### config.mk
export PLATFORM = sky130hd
export DESIGN_NAME = mem_access_arbiter
export DESIGN_NICKNAME = d
export VERILOG_FILES = /design/src/rtl/pkg_mem_arb.sv /design/src/rtl/mem_arb_rr_pick.sv /design/src/rtl/mem_access_arbiter.sv
export SDC_FILE = /design/constraint.sdc
export NUM_CORES = 1
export LEC_CHECK = 0
export ABC_AREA = 1
export BUFFER_PORTS_ARGS = -buffer_cell sky130_fd_sc_hd__buf_2
export CAP_MARGIN = 20
export CORE_MARGIN = 2
export CORE_UTILIZATION = 51
export DETAILED_ROUTE_END_ITERATION = 8
export GPL_ROUTABILITY_DRIVEN = 1
export MAX_ROUTING_LAYER = met4
export PLACE_DENSITY = 0.92
export RECOVER_POWER = 50
export SYNTH_ARGS = -nofsm -noshare
export SYNTH_HDL_FRONTEND = slang
export SYNTH_SLANG_ARGS = --single-unit
### constraint.sdc
create_clock -name clk -period 3.6 [get_ports clk]
set_clock_uncertainty 0.05 [all_clocks]
set_input_delay 0.18 -clock clk [delete_from_list [all_inputs] [get_ports clk]]
set_output_delay 0.18 -clock clk [all_outputs]
set_load 0.005 [all_outputs]
### src/rtl/pkg_mem_arb.sv
// Shared types and constants for the memory access arbiter.
//   arb_state_t : arbiter FSM states
//   arb_port_t  : requester identity, also used as the round-robin pointer
//   cpu_data_acc_sz_8 / cpu_data_acc_sz_16 : access size encoding, same
//     values as the CPU's data port and the memory's data_acc_sz input
//   TIMEOUT_FILL : read data returned to a requester whose access timed out
package pkg_mem_arb;

  typedef enum logic [1:0] {
    IDLE = 2'd0,
    WAIT = 2'd1,
    RESP = 2'd2
  } arb_state_t;

  typedef enum logic {
    FETCH = 1'b0,
    DATA  = 1'b1
  } arb_port_t;

  localparam logic cpu_data_acc_sz_8  = 1'b0;
  localparam logic cpu_data_acc_sz_16 = 1'b1;

  localparam logic [15:0] TIMEOUT_FILL = 16'hDEAD;

endpackage

### src/rtl/mem_arb_rr_pick.sv
// Two-way round-robin picker between the fetch and data ports.
// Purely combinational.
//   fetch_req, data_req : pending requests
//   last_grant          : port granted most recently
//   grant_valid         : at least one request pending
//   grant_port          : port to grant; under contention, the one not
//                         granted last time
module mem_arb_rr_pick
  import pkg_mem_arb::*;
(
  input  logic      fetch_req,
  input  logic      data_req,
  input  arb_port_t last_grant,
  output logic      grant_valid,
  output arb_port_t grant_port
);

  always_comb begin
    grant_valid = fetch_req | data_req;
    grant_port  = FETCH;
    if (fetch_req && data_req) begin
      grant_port = (last_grant == FETCH) ? DATA : FETCH;
    end else if (data_req) begin
      grant_port = DATA;
    end
  end

endmodule

### src/rtl/mem_access_arbiter.sv
// Merges the CPU instruction-fetch port and the load/store data port into a
// single request stream for the synchronous test memory. One access is in
// flight at a time; the granted requester gets a one-cycle done pulse with
// its read data. All outputs are registered.
//
// Ports:
//   clk, reset (async, active-low)
//   fetch_req/fetch_addr -> fetch_done/fetch_rdata   (16-bit reads only)
//   data_req/data_addr/data_we/data_acc_sz/data_wdata -> data_done/data_rdata
//   mem_req_rdwr/mem_addr/mem_data_acc_sz/mem_we_8/mem_we_16/
//   mem_wdata_8/mem_wdata_16 -> memory
//   mem_rdata_8/mem_rdata_16/mem_data_ready <- memory
//   arb_err : sticky timeout flag
//
// Build option: define MEM_ACCESS_ARBITER_TIMEOUT_EN to add a watchdog on
// WAIT. Without it, WAIT waits indefinitely and arb_err is tied 0.
//
// state | meaning
// ------+---------------------------------------------------------------
// IDLE  | no access in flight; grant a pending request (round-robin)
// WAIT  | request presented to memory, mem_* held until mem_data_ready
// RESP  | done pulse to the granted port; one idle bus cycle
module mem_access_arbiter
  import pkg_mem_arb::*;
#(
  parameter int unsigned ADDR_WIDTH     = 16,
  parameter logic [7:0]  TIMEOUT_CYCLES = 8'd32
) (
  input  logic                  clk,
  input  logic                  reset,
  input  logic                  fetch_req,
  input  logic [ADDR_WIDTH-1:0] fetch_addr,
  output logic                  fetch_done,
  output logic [15:0]           fetch_rdata,
  input  logic                  data_req,
  input  logic [ADDR_WIDTH-1:0] data_addr,
  input  logic                  data_we,
  input  logic                  data_acc_sz,
  input  logic [15:0]           data_wdata,
  output logic                  data_done,
  output logic [15:0]           data_rdata,
  output logic                  mem_req_rdwr,
  output logic [ADDR_WIDTH-1:0] mem_addr,
  output logic                  mem_data_acc_sz,
  output logic                  mem_we_8,
  output logic                  mem_we_16,
  output logic [7:0]            mem_wdata_8,
  output logic [15:0]           mem_wdata_16,
  input  logic [7:0]            mem_rdata_8,
  input  logic [15:0]           mem_rdata_16,
  input  logic                  mem_data_ready,
  output logic                  arb_err
);

  arb_state_t  state;
  arb_port_t   last_grant;
  logic        grant_valid;
  arb_port_t   grant_port;
  logic [15:0] rd_capture;

  mem_arb_rr_pick u_pick (
    .fetch_req   (fetch_req),
    .data_req    (data_req),
    .last_grant  (last_grant),
    .grant_valid (grant_valid),
    .grant_port  (grant_port)
  );

  assign rd_capture = (mem_data_acc_sz == cpu_data_acc_sz_16) ? mem_rdata_16
                                                              : {8'h00, mem_rdata_8};

`ifdef MEM_ACCESS_ARBITER_TIMEOUT_EN
  logic [7:0] wait_cnt;
`else
  logic unused_timeout;
  assign unused_timeout = ^{TIMEOUT_CYCLES, TIMEOUT_FILL};
  assign arb_err = 1'b0;
`endif

  always_ff @(posedge clk or negedge reset) begin
    if (!reset) begin
      state           <= IDLE;
      last_grant      <= FETCH;  // data wins the first contention
      fetch_done      <= 1'b0;
      fetch_rdata     <= '0;
      data_done       <= 1'b0;
      data_rdata      <= '0;
      mem_req_rdwr    <= 1'b0;
      mem_addr        <= '0;
      mem_data_acc_sz <= 1'b0;
      mem_we_8        <= 1'b0;
      mem_we_16       <= 1'b0;
      mem_wdata_8     <= '0;
      mem_wdata_16    <= '0;
`ifdef MEM_ACCESS_ARBITER_TIMEOUT_EN
      wait_cnt        <= '0;
      arb_err         <= 1'b0;
`endif
    end else begin
      fetch_done <= 1'b0;
      data_done  <= 1'b0;
      case (state)
        IDLE: begin
          if (grant_valid) begin
            last_grant   <= grant_port;
            mem_req_rdwr <= 1'b1;
            state        <= WAIT;
`ifdef MEM_ACCESS_ARBITER_TIMEOUT_EN
            wait_cnt     <= '0;
`endif
            if (grant_port == FETCH) begin
              mem_addr        <= fetch_addr;
              mem_data_acc_sz <= cpu_data_acc_sz_16;
              mem_we_8        <= 1'b0;
              mem_we_16       <= 1'b0;
            end else begin
              mem_addr        <= data_addr;
              mem_data_acc_sz <= data_acc_sz;
              mem_we_8        <= data_we & (data_acc_sz == cpu_data_acc_sz_8);
              mem_we_16       <= data_we & (data_acc_sz == cpu_data_acc_sz_16);
              mem_wdata_8     <= data_wdata[7:0];
              mem_wdata_16    <= data_wdata;
            end
          end
        end
        WAIT: begin
          if (mem_data_ready) begin
            mem_req_rdwr <= 1'b0;
            mem_we_8     <= 1'b0;
            mem_we_16    <= 1'b0;
            // write enables are still the granted values here; writes keep rdata
            if (!(mem_we_8 || mem_we_16)) begin
              if (last_grant == FETCH) fetch_rdata <= rd_capture;
              else                     data_rdata  <= rd_capture;
            end
            fetch_done <= (last_grant == FETCH);
            data_done  <= (last_grant == DATA);
            state      <= RESP;
`ifdef MEM_ACCESS_ARBITER_TIMEOUT_EN
          end else if (wait_cnt == TIMEOUT_CYCLES - 8'd1) begin
            mem_req_rdwr <= 1'b0;
            mem_we_8     <= 1'b0;
            mem_we_16    <= 1'b0;
            arb_err      <= 1'b1;
            if (last_grant == FETCH) fetch_rdata <= TIMEOUT_FILL;
            else                     data_rdata  <= TIMEOUT_FILL;
            fetch_done <= (last_grant == FETCH);
            data_done  <= (last_grant == DATA);
            state      <= IDLE;
          end else begin
            wait_cnt <= wait_cnt + 8'd1;
`endif
          end
        end
        RESP: begin
          state <= IDLE;
        end
        default: begin
          state <= IDLE;
        end
      endcase
    end
  end

endmodule

; Word-level counts from Yosys, hierarchy flattened
; Cells that the tools add are included.
[word_totals]
register_bits = 81
in_bits = 79
output_inout_bits = 79
[op_classes]
eq_ne = 3
muxes = 22
bitwise = 6
reduce_logical = 10
[ops]
columns = operator, count
row1 = $mux W16, 2
row2 = $mux W1, 14
row3 = $reduce_and A4 Y1, 2
row4 = $pmux W1 S2, 3
row5 = $reduce_and A3 Y1, 2
row6 = $mux W2, 2
row7 = $ne A2 B2 Y1 const B, 2
row8 = $pmux W2 S2, 1
row9 = $reduce_and A2 Y1, 2
row10 = $not A1 Y1, 3
row11 = $and A1 B1 Y1, 2
row12 = $eq A2 B1 Y1 const B, 1
row13 = $logic_not A2 Y1, 1
row14 = $reduce_bool A2 Y1, 1
row15 = $logic_and A1 B1 Y1, 1
row16 = $logic_or A1 B1 Y1, 1
row17 = $or A1 B1 Y1, 1

; Depth between registers and ports, before layout
; Gate-level depths: netlist of run 1.
[depth]
word_depth = 5
ltp_mapped = 7
ltp_nobuf = 6

; By module
; Synthesis of run 1 repeated with hierarchy kept, for this count alone.
[hier_totals]
hier_cells = 425
area_unflattened_um2 = 3330.7
[by_module_without_submodules]
columns = mod, instances, cells_each, area_each_um2, seq_area_each_um2
row1 = mem_access_arbiter, 1, 422, 3315.7, 1826.8
row2 = mem_arb_rr_pick, 1, 3, 15.0, 0.0

; Least setup slack after synthesis of run 1
; No wires, ideal clock.
[synth_timing]
kind = reg-to-reg
startpoint = register mem_we_16
endpoint = register fetch_rdata[0]
setup_ns = 0.116
arrival_ns = 1.077
slack_ns = 2.357
stages_incl_launch_ff = 6
n_path_buf = 1
period_less_slack_ns = 1.243
cell_sequence = dfrtp_1 > nor2_2 > nand3_2 > buf_6 > nand2_1 > nand2_1
[synth_via]
elab_chain_cells = 3
[synth_rtl]
columns = element, line_no
row1 = from (decl), mem_access_arbiter.sv:46  ; output logic mem_we_16,
row2 = from (signal assigned), mem_access_arbiter.sv:120  ; mem_we_16 <= data_we & (data_acc_sz == cpu_data_acc_sz_16);
row3 = $logic_or A1 B1 Y1, mem_access_arbiter.sv:132  ; if (!(mem_we_8 || mem_we_16)) begin
row4 = $not A1 Y1 (no line), n/a
row5 = $reduce_and A4 Y1 (no line), n/a
row6 = to (signal assigned), mem_access_arbiter.sv:133  ; if (last_grant == FETCH) fetch_rdata <= rd_capture;
row7 = to (decl), mem_access_arbiter.sv:34  ; output logic [15:0] fetch_rdata,
; Every way passes these cells.
; A chain may end at the register's enable or synchronous reset.

; Worst setup path after layout of run 1
[layout_timing]
startpoint = register state[1]
endpoint = register data_rdata[13]
[layout_via]
elab_chain_cells = 2
[layout_rtl]
columns = element, line_no
row1 = from (decl), mem_access_arbiter.sv:55  ; arb_state_t state;
row2 = from (signal assigned), mem_access_arbiter.sv:82  ; state <= IDLE;
row3 = from (signal assigned), mem_access_arbiter.sv:107  ; state <= WAIT;
row4 = from (signal assigned), mem_access_arbiter.sv:138  ; state <= RESP;
row5 = $eq A2 B1 Y1, mem_access_arbiter.sv:102  ; case (state)
row6 = $reduce_and A4 Y1 (no line), n/a
row7 = to (signal assigned), mem_access_arbiter.sv:134  ; else data_rdata <= rd_capture;
row8 = to (decl), mem_access_arbiter.sv:41  ; output logic [15:0] data_rdata,
; Every way passes these cells.

==> flow_summary.json, run 1 <==
{
  "setup_tns_ns": 0,
  "rsz0062_at_grt": "false",
  "core_mm2": 0.00668,
  "crit_type": "reg -> reg",
  "synthCells": 442,
  "dieHeight_um": 86.6,
  "cts_buffers": 9,
  "antenna_cells": 0,
  "crit_required_ns": 3.77,
  "yosysSeqAreaShare_pct": 52.5,
  "regArea_mm2": 0.00183,
  "fmax_mhz": 449,
  "hold_class": "in -> reg",
  "worstPathArrival_ns": 2.40,
  "clock_latency_ns": 0.33,
  "min_period_ns": 2.23,
  "drt_iter0_drc": 159,
  "hpwl_um": 6170,
  "max_slew_margin_pct": -15.8,
  "ctsResizeCount": 0,
  "ys_warn_count": 0,
  "die_w_um": 86.6,
  "start_kind": "flop",
  "cts_hold_buffers": 1,
  "synth_flop_cell": "dfrtp_1",
  "ir_worst_vdd_v": 0.000400,
  "area_delta_synth_final_pct": 26.9,
  "die_area_mm2": 0.00750,
  "portBuffers": 156,
  "clock-sinks": 73,
  "n_fill_cell": 579,
  "fin_crit_sh_pct": 61.8,
  "cts_setup_buffers": 0,
  "synth_top_area_cell": "dfrtp_1",
  "path_clk_slew_ns": 0.08,
  "synth_area_per_cell_um2": 7.88,
  "wl_um": 8710,
  "final_area_mm2": 0.00442,
  "clk_path_buf_depth": 2,
  "grt_pass1_wl_um": 13900,
  "io_pins": 158,
  "max_cap_viol_count": 1,
  "power.total_mw": 3.65,
  "final_util_pct": 66.1,
  "vias": 3372,
  "synth-edff-count": 0,
  "initial_core_util_pct": 52.1,
  "grt_max_degree": 74,
  "grt-ovfl-total": 0,
  "p_leak_nw": 2.71,
  "failed_checks": "max-capacitance violations, max-slew violations",
  "syn_area_mm2": 0.00348,
  "synth-seq-cells": 73,
  "yosysMostFrequentCell": "nand2_1",
  "slew_violations": 74,
  "preCtsSetupSlack_ns": 1.54,
  "worst_hold_slack_ns": 0.0231,
  "drtAntennaViolNets": 0,
  "fin_nets": 663,
  "routabilityCongestion": 0.850,
  "synthTopCellsByCount": "184 x nand2_1, 85 x nand3_1, 73 x dfrtp_1",
  "cts_root_buffer": "clkbuf_8",
  "final_cells": 669,
  "crit_fanout": 18,
  "synth_cell_types": 20,
  "final-hold-violation-count": 0,
  "synth_area_leaders": "dfrtp_1 52%, nand2_1 20%, nand3_1 12%",
  "post_drt_wl_per_cell_um": 13.0,
  "dpl_cell_area_mm2": 0.00419,
  "htree_num_levels": 3,
  "tightest_slew_ns": 1.74,
  "tritoncts": "built",
  "synthArstFlopShare_pct": 100,
  "fp-row-count": 30,
  "synth_nets": 521,
  "vias_per_cell": 5.04,
  "drt_first_pass_iters": 4,
  "powerDensity_mw_per_mm2": 826,
  "first_global_vias": 3177,
  "dpl.cell_count": 651,
  "status": "complete, but fails checks",
  "layout_setup_ws_ns": 1.37,
  "track_usage_pct": 24.2,
  "drive_gt1_share_pct": 27.0,
  "multi_input_area_mm2": 0.00125,
  "drc": 0,
  "antenna_found_initial": 0,
  "finalSetupViolCount": 0,
  "endpoint_kind": "flop",
  "netlist.area_leader.share_pct": 52.5
}
-- worst max-delay path, cell delays in order (launching register included) --
cell     delay (ns)
dfrtp_1        0.41
inv_1          0.14
nand2_4        0.07
nor2_1         0.92
nand2_4        0.31
nand2_1        0.16
nand2_1        0.06
-- path summary, 6_finish.rpt --
| check | from | end | slack (ns) | depth (start not counted) |
|---|---|---|---|---|
| setup / recovery | state[1] | data_rdata[13] | 1.37 | 6 |
| hold reg to reg | data_rdata[5] | data_rdata[5] | 0.42 | 2 |
| max in group asynchronous | reset | mem_wdata_16[15] | 1.66 | 2 |
| hold / removal | data_wdata[14] | mem_wdata_16[14] | 0.02 | 3 |
| min in group asynchronous | reset | data_rdata[12] | 0.79 | 2 |
| setup reg to reg | state[1] | data_rdata[13] | 1.37 | 6 |
-- kinds of logic after synthesis --
| family | synth area share, % |
|---|---|
| flops | 52.5 |
| buf+inv | 11.0 |
| other cells | 0.108 |
| simple gates | 36.0 |
| compound gates | 0.431 |
-- flip-flops by register name (all words and copies together) (netlist names) --
| name | count |
|---|---|
| data_rdata | 16 |
| fetch_rdata | 16 |
| mem_addr | 16 |
| mem_wdata_16 | 9 |
| mem_wdata_8 | 7 |
| state | 2 |
| data_done | 1 |
| fetch_done | 1 |
| last_grant | 1 |
| mem_data_acc_sz | 1 |
| mem_req_rdwr | 1 |
| mem_we_16 | 1 |
| mem_we_8 | 1 |
-- layer usage --
layer / track usage [%] / wire length [µm] / up-vias
li1: - / - / 1629
met1: 28.8 / 3530 / 1556
met2: 40.9 / 4320 / 166
met3: 4.38 / 707 / 21
met4: 9.80 / 161 / 0
met5: - / 0 / -
-- layout make-up --
type,instances,area share [%]
sequential,73,41.3
multi-input combinational,290,28.3
timing repair buffer,160,17.9
inverter,50,4.25
clock inverter,7,3.23
clock buffer,9,2.80
tap,80,2.27
-- layout by cell type, fill, tap and decap left out, types with 2 or more instances in the layout --
master	instances
o21ai_0	2
nand2_1	184
buf_2	130
clkbuf_8	9
dfrtp_1	73
clkinv_4	2
nand2_4	2
inv_1	49
nand2_2	2
buf_6	2
bufinv_16	4
nand3_1	85
nor2_1	9
clkbuf_1	24
-- power by group --
group / internal, mW / switching (mW) / total [mW]
Sequential: 1.19 / 0.263 / 1.46
Clock: 0.532 / 0.299 / 0.830
Combinational: 0.542 / 0.822 / 1.36
Power figures use the tool's default switching activity.
==> run 2: changes to the inputs <==
- ABC_AREA: 1 -> 0
- CORE_UTILIZATION: 51 -> 42
- PLACE_DENSITY: 0.92 -> 0.83
- clock period: 3.6 -> 1.98 ns (I/O delays scaled with it)
==> flow_summary.json, run 2 <==
{
  "layout_common_cells": "120 x buf_2, 73 x dfrtp_1, 60 x mux2_2",
  "powerDensity_mw_per_mm2": 1490,
  "final-hold-violation-count": 0,
  "synthCells": 214,
  "max_slew_margin_pct": 36.0,
  "grt_max_degree": 74,
  "hpwl_um": 5120,
  "crit_type": "reg -> reg",
  "drt_iter0_drc": 48,
  "synth_top_area_cell": "dfrtp_1",
  "portBuffers": 156,
  "slowest_stage": "dfrtp_1",
  "setup_tns_ns": 0,
  "drive_gt1_share_pct": 60.7,
  "r2r_end": "fetch_rdata[0]",
  "syn_area_mm2": 0.00331,
  "start_kind": "flop",
  "core_mm2": 0.00769,
  "fp-row-count": 32,
  "grt-ovfl-total": 0,
  "multi_input_area_mm2": 0.00130,
  "max_stage_delay_ns": 0.42,
  "synth_cell_types": 26,
  "n_fill_cell": 655,
  "rr_worst_depth": 4,
  "drt_first_pass_iters": 4,
  "grt_pass1_wl_um": 11700,
  "htree_num_levels": 3,
  "initial_core_util_pct": 43.0,
  "cts_root_buffer": "clkbuf_8",
  "status": "finished, final reports clean",
  "finalSetupViolCount": 0,
  "crit_chain": "nand3b_4, or4_1, buf_4, mux2_4",
  "vias_per_cell": 4.71,
  "synth_nets": 293,
  "synth_area_leaders": "dfrtp_1 55%, mux2_2 20%, mux2_4 13%",
  "regArea_mm2": 0.00183,
  "wl_um": 7190,
  "tightest_slew_ns": 0.960,
  "synth-seq-cells": 73,
  "p_leak_nw": 2.25,
  "rr_startpoint": "state[1]",
  "final_common_cell": "buf_2",
  "hold_class": "in -> reg",
  "crit_family": "simple AND/OR/NAND/NOR gates",
  "hold_depth": 3,
  "ir_worst_vdd_v": 0.000600,
  "die_area_mm2": 0.00860,
  "clk_path_buf_depth": 2,
  "synth_area_per_cell_um2": 15.5,
  "crit_required_ns": 2.15,
  "hold_path.startpoint": "mem_data_ready",
  "path_clk_slew_ns": 0.07,
  "endpoint_kind": "flop",
  "max_cap_viol_count": 0,
  "drc": 0,
  "reg_top3": "data_rdata (16), fetch_rdata (16), mem_addr (16)",
  "min_to": "state[1]",
  "worstPathArrival_ns": 1.94,
  "clock-sinks": 73,
  "final_util_pct": 58.4,
  "io_pins": 158,
  "synth_flop_cell": "dfrtp_1",
  "fin_crit_sh_pct": 89.6,
  "rsz0062_at_grt": "false",
  "fin_nets": 463,
  "synth-edff-count": 0,
  "drtAntennaViolNets": 0,
  "dieHeight_um": 92.8,
  "area_delta_synth_final_pct": 35.8,
  "fmax_mhz": 563,
  "rrSetupSlack_ns": 0.21,
  "cts_buffers": 9,
  "slew_violations": 0,
  "clock_latency_ns": 0.33,
  "tritoncts": "built",
  "crit_buf_inv": 1,
  "vias": 2312,
  "yosysSeqAreaShare_pct": 55.2,
  "antenna_cells": 0,
  "routabilityCongestion": 0.764,
  "ys_warn_count": 0,
  "synthArstFlopShare_pct": 100,
  "track_usage_pct": 18.1,
  "min_period_ns": 1.77,
  "crit_fanout": 16,
  "post_drt_wl_per_cell_um": 14.6,
  "die_w_um": 92.8,
  "netlist.area_leader.share_pct": 55.2,
  "first_global_vias": 2494,
  "yosysMostFrequentCell": "dfrtp_1",
  "synthTopCellsByCount": "73 x dfrtp_1, 60 x mux2_2, 28 x mux2_4",
  "antenna_found_initial": 0,
  "cts_setup_buffers": 0
}
-- run 2: cell types whose count changed after synthesis, moves of 4 or more --
cell	previous run	this run
and2_1	0	8
nand2_1	184	3
mux2_4	0	28
buf_2	12	4
inv_1	49	2
mux2_2	0	60
nand3_1	85	0
nor2_1	7	3
-- run 2: cells by family (layout without fill, tap and decap cells) --
| group | count (synthesis) | after routing | share of synthesized area (%) |
|---|---|---|---|
| compound gates | 4 | 4 | 0.946 |
| other cells | 1 | 1 | 0.113 |
| flops | 73 | 73 | 55.2 |
| buf+inv | 23 | 198 | 5.52 |
| simple gates | 23 | 23 | 4.46 |
| mux | 90 | 90 | 33.7 |
-- run 2: how the worst max path moves through the flow --
stage,from,to,slack [ns],cells past startpoint
after global routing,last_grant,data_rdata[2],0.13,4
final,state[1],fetch_rdata[0],0.21,4
after detailed placement,state[1],fetch_rdata[5],0.21,4
after floorplan,last_grant,mem_wdata_16[14],0.22,6
after CTS,state[1],fetch_rdata[0],0.19,4
after global placement,last_grant,mem_wdata_8[2],0.25,4
-- run 2: layout make-up --
| type | count | share of cell area (%) |
|---|---|---|
| flip-flops and latches | 73 | 40.7 |
| well taps | 102 | 2.84 |
| inverters | 2 | 0.167 |
| multi-input cells | 118 | 29.0 |
| clock inverters | 4 | 2.17 |
| repair buffers | 180 | 21.5 |
| clock buffers | 12 | 3.68 |
-- run 2: tightest hold or removal path, cell delays in order --
cell and delay, ns:
buf_2 0.12, nand3b_4 0.11, inv_1 0.04
-- run 2: repair_timing --
| item | CTS | global route |
|---|---|---|
| setup endpoints to repair | 0 | 0 |
| hold buffers | 18 | 0 |
| resized for setup | 0 | 0 |
| endpoints found under the hold margin | 90 | 0 |
-- run 2: where the power goes --
part           leakage (nW)  switching, mW  total (mW)  internal, mW
Combinational          1.24          0.964        2.55          1.59
Clock                 0.129          0.530        1.47         0.941
Sequential            0.877          0.473        2.69          2.22
Total                  2.25           1.97        6.71          4.75
-- run 2: per-layer routing --
layer | GRT usage, % | part of all wire, % | vias to the layer above
met1 | 21.3 | 41 | 1114
met2 | 30.1 | 52 | 110
met3 | 3.66 | 6.6 | 11
met5 | - | 0 | -
met4 | 8.21 | 1.2 | 0
li1 | - | - | 1077
-- run 2: stage by stage --
stage          setup slack [ns]  std cells  hold slack (ns)  power, mW  area, µm²
2_1_floorplan             0.222        214           -0.247       4.36       3310
5_1_grt                   0.127        491           0.0361       7.17       4490
3_3_place_gp              0.252        457            0.226       5.25       4090
3_5_place_dp              0.215        457            0.237       5.36       4090
4_1_cts                   0.195        491           0.0107       6.90       4540
6_report                  0.205        491           0.0339       6.71       4490
==> run 3: changes to the inputs <==
==> constraint.sdc (replaced) <==
create_clock -name clk -period 1.98 [get_ports clk]
set_clock_uncertainty 0.05 [all_clocks]
set_input_delay 0.297 -clock clk [delete_from_list [all_inputs] [get_ports clk]]
set_output_delay 0.297 -clock clk [all_outputs]
set_load 0.005 [all_outputs]
==> flow_summary.json, run 3 (synthesized netlist as in run 2, its figures left out) <==
{
  "die_area_mm2": 0.00860,
  "reg_top3": "data_rdata (16), fetch_rdata (16), mem_addr (16)",
  "tightest_slew_ns": 0.910,
  "final_common_cell": "buf_2",
  "crit_fanout": 16,
  "portBuffers": 156,
  "finalSetupViolCount": 0,
  "final-hold-violation-count": 0,
  "rsz0062_at_grt": "false",
  "worstPathArrival_ns": 1.92,
  "power.share.switching_pct": 30.8,
  "max_cap_viol_count": 0,
  "hold_class": "in -> reg",
  "p_leak_nw": 2.20,
  "tritoncts": "built",
  "hpwl_um": 5420,
  "crit_required_ns": 2.14,
  "antenna_found_initial": 0,
  "seqPwrFrac_pct": 41.8,
  "drt_iter0_drc": 22,
  "vias_per_cell": 4.67,
  "power.internal_mw": 4.38,
  "cts_buffers": 9,
  "wl_um": 7160,
  "clock-sinks": 73,
  "area_delta_synth_final_pct": 29.6,
  "grt_pass1_wl_um": 11300,
  "cts_root_buffer": "clkbuf_8",
  "drc": 0,
  "powerDensity_mw_per_mm2": 1470,
  "layout_common_cells": "136 x buf_2, 73 x dfrtp_1, 60 x mux2_2",
  "comb_power_share_pct": 41.8,
  "grt-ovfl-total": 0,
  "dieHeight_um": 92.8,
  "die_w_um": 92.8,
  "fin_crit_sh_pct": 88.9,
  "initial_core_util_pct": 43.0,
  "hold_path.startpoint": "data_wdata[4]",
  "drive_gt1_share_pct": 67.2,
  "fmax_mhz": 568,
  "start_kind": "flop",
  "worst_hold_slack_ns": 0.143,
  "max_slew_margin_pct": 39.3,
  "vias": 2228,
  "routabilityCongestion": 0.727,
  "core_mm2": 0.00769,
  "ir_worst_vdd_v": 0.000664,
  "path_clk_slew_ns": 0.07,
  "track_usage_pct": 17.6,
  "clock_latency_ns": 0.33,
  "fp-row-count": 32,
  "fin_nets": 449,
  "htree_num_levels": 3,
  "clk_path_buf_depth": 2,
  "grt_max_degree": 38,
  "setup_tns_ns": 0,
  "drt_first_pass_iters": 4,
  "rr_startpoint": "state[1]",
  "drtAntennaViolNets": 0,
  "p_switching_mw": 1.95,
  "io_pins": 158,
  "first_global_vias": 2319,
  "slew_violations": 0,
  "crit_type": "reg -> reg",
  "status": "finished, final reports clean",
  "pwr-share-clk_pct": 16.4,
  "antenna_cells": 0,
  "post_drt_wl_per_cell_um": 15.0,
  "min_period_ns": 1.76,
  "endpoint_kind": "flop",
  "crit_start": "state[1]"
}
-- run 3: changes by cell type in the layout (fill, tap and decap cells not counted), sizes merged --
cell / previous run / this run
buf: 126 / 145
clkinv: 0 / 1
dlygate4sd3: 18 / 1
clkbuf: 48 / 34
bufinv: 3 / 0
-- run 3: per-layer routing --
layer / share of wire, % / wire length, µm / global-route usage [%] / up-vias
li1: - / - / - / 1054
met1: 43 / 3050 / 22.1 / 1066
met2: 48 / 3470 / 27.7 / 103
met3: 7.9 / 564 / 4.23 / 5
met4: 1.1 / 78 / 6.99 / 0
met5: 0 / 0 / - / -
-- run 3: power groups by stage --
| stage | clock [mW] | sequential, mW | combinational [mW] |
|---|---|---|---|
| after floorplan | 0 | 2.68 | 1.68 |
| after global placement | 0 | 2.63 | 2.65 |
| after detailed placement | 0 | 2.66 | 2.74 |
| after CTS | 1.08 | 2.64 | 2.75 |
| after global routing | 1.16 | 2.74 | 2.87 |
| final | 1.04 | 2.64 | 2.64 |
-- run 3: worst paths after layout --
path / end / slack, ns / cells past startpoint
min in group asynchronous: mem_wdata_16[11] / 0.59 / 2
worst min-delay path: mem_wdata_8[4] / 0.14 / 2
worst min register to register: fetch_done / 0.45 / 1
max in group asynchronous: fetch_rdata[4] / 0.57 / 3
worst max-delay path: data_rdata[6] / 0.22 / 4
worst max register to register: data_rdata[6] / 0.22 / 4
-- run 3: cell type report --
cell class	count	area, µm²
clock buffer	14	163
tap	102	128
sequential	73	1830
fill	691	3400
multi-input combinational	118	1300
timing repair buffer	166	847
clock inverter	2	12.5
inverter	2	7.51
-- run 3: repair_timing --
item	in CTS	in global routing
hold buffers	1	0
gates resized for setup	0	0
setup buffers	0	0
endpoints found under the hold margin	36	0
-- run 3: through the flow --
step / instance area (µm²) / worst slack, ns / std cells / util (%) / total power, mW
4_1_cts: 4310 / 0.214 / 477 / 56.1 / 6.46
3_3_place_gp: 4130 / 0.263 / 460 / 53.7 / 5.29
5_1_grt: 4290 / 0.148 / 477 / 55.8 / 6.78
6_report: 4290 / 0.221 / 477 / 55.8 / 6.32
3_5_place_dp: 4130 / 0.230 / 460 / 53.7 / 5.40
2_1_floorplan: 3310 / 0.222 / 214 / - / 4.36
-- run 3: worst max-delay path: stages, from the launching register on --
cell and delay, ns:
dfrtp_1 0.41, nand3b_4 0.20, or4_1 0.41, buf_4 0.24, mux2_4 0.32
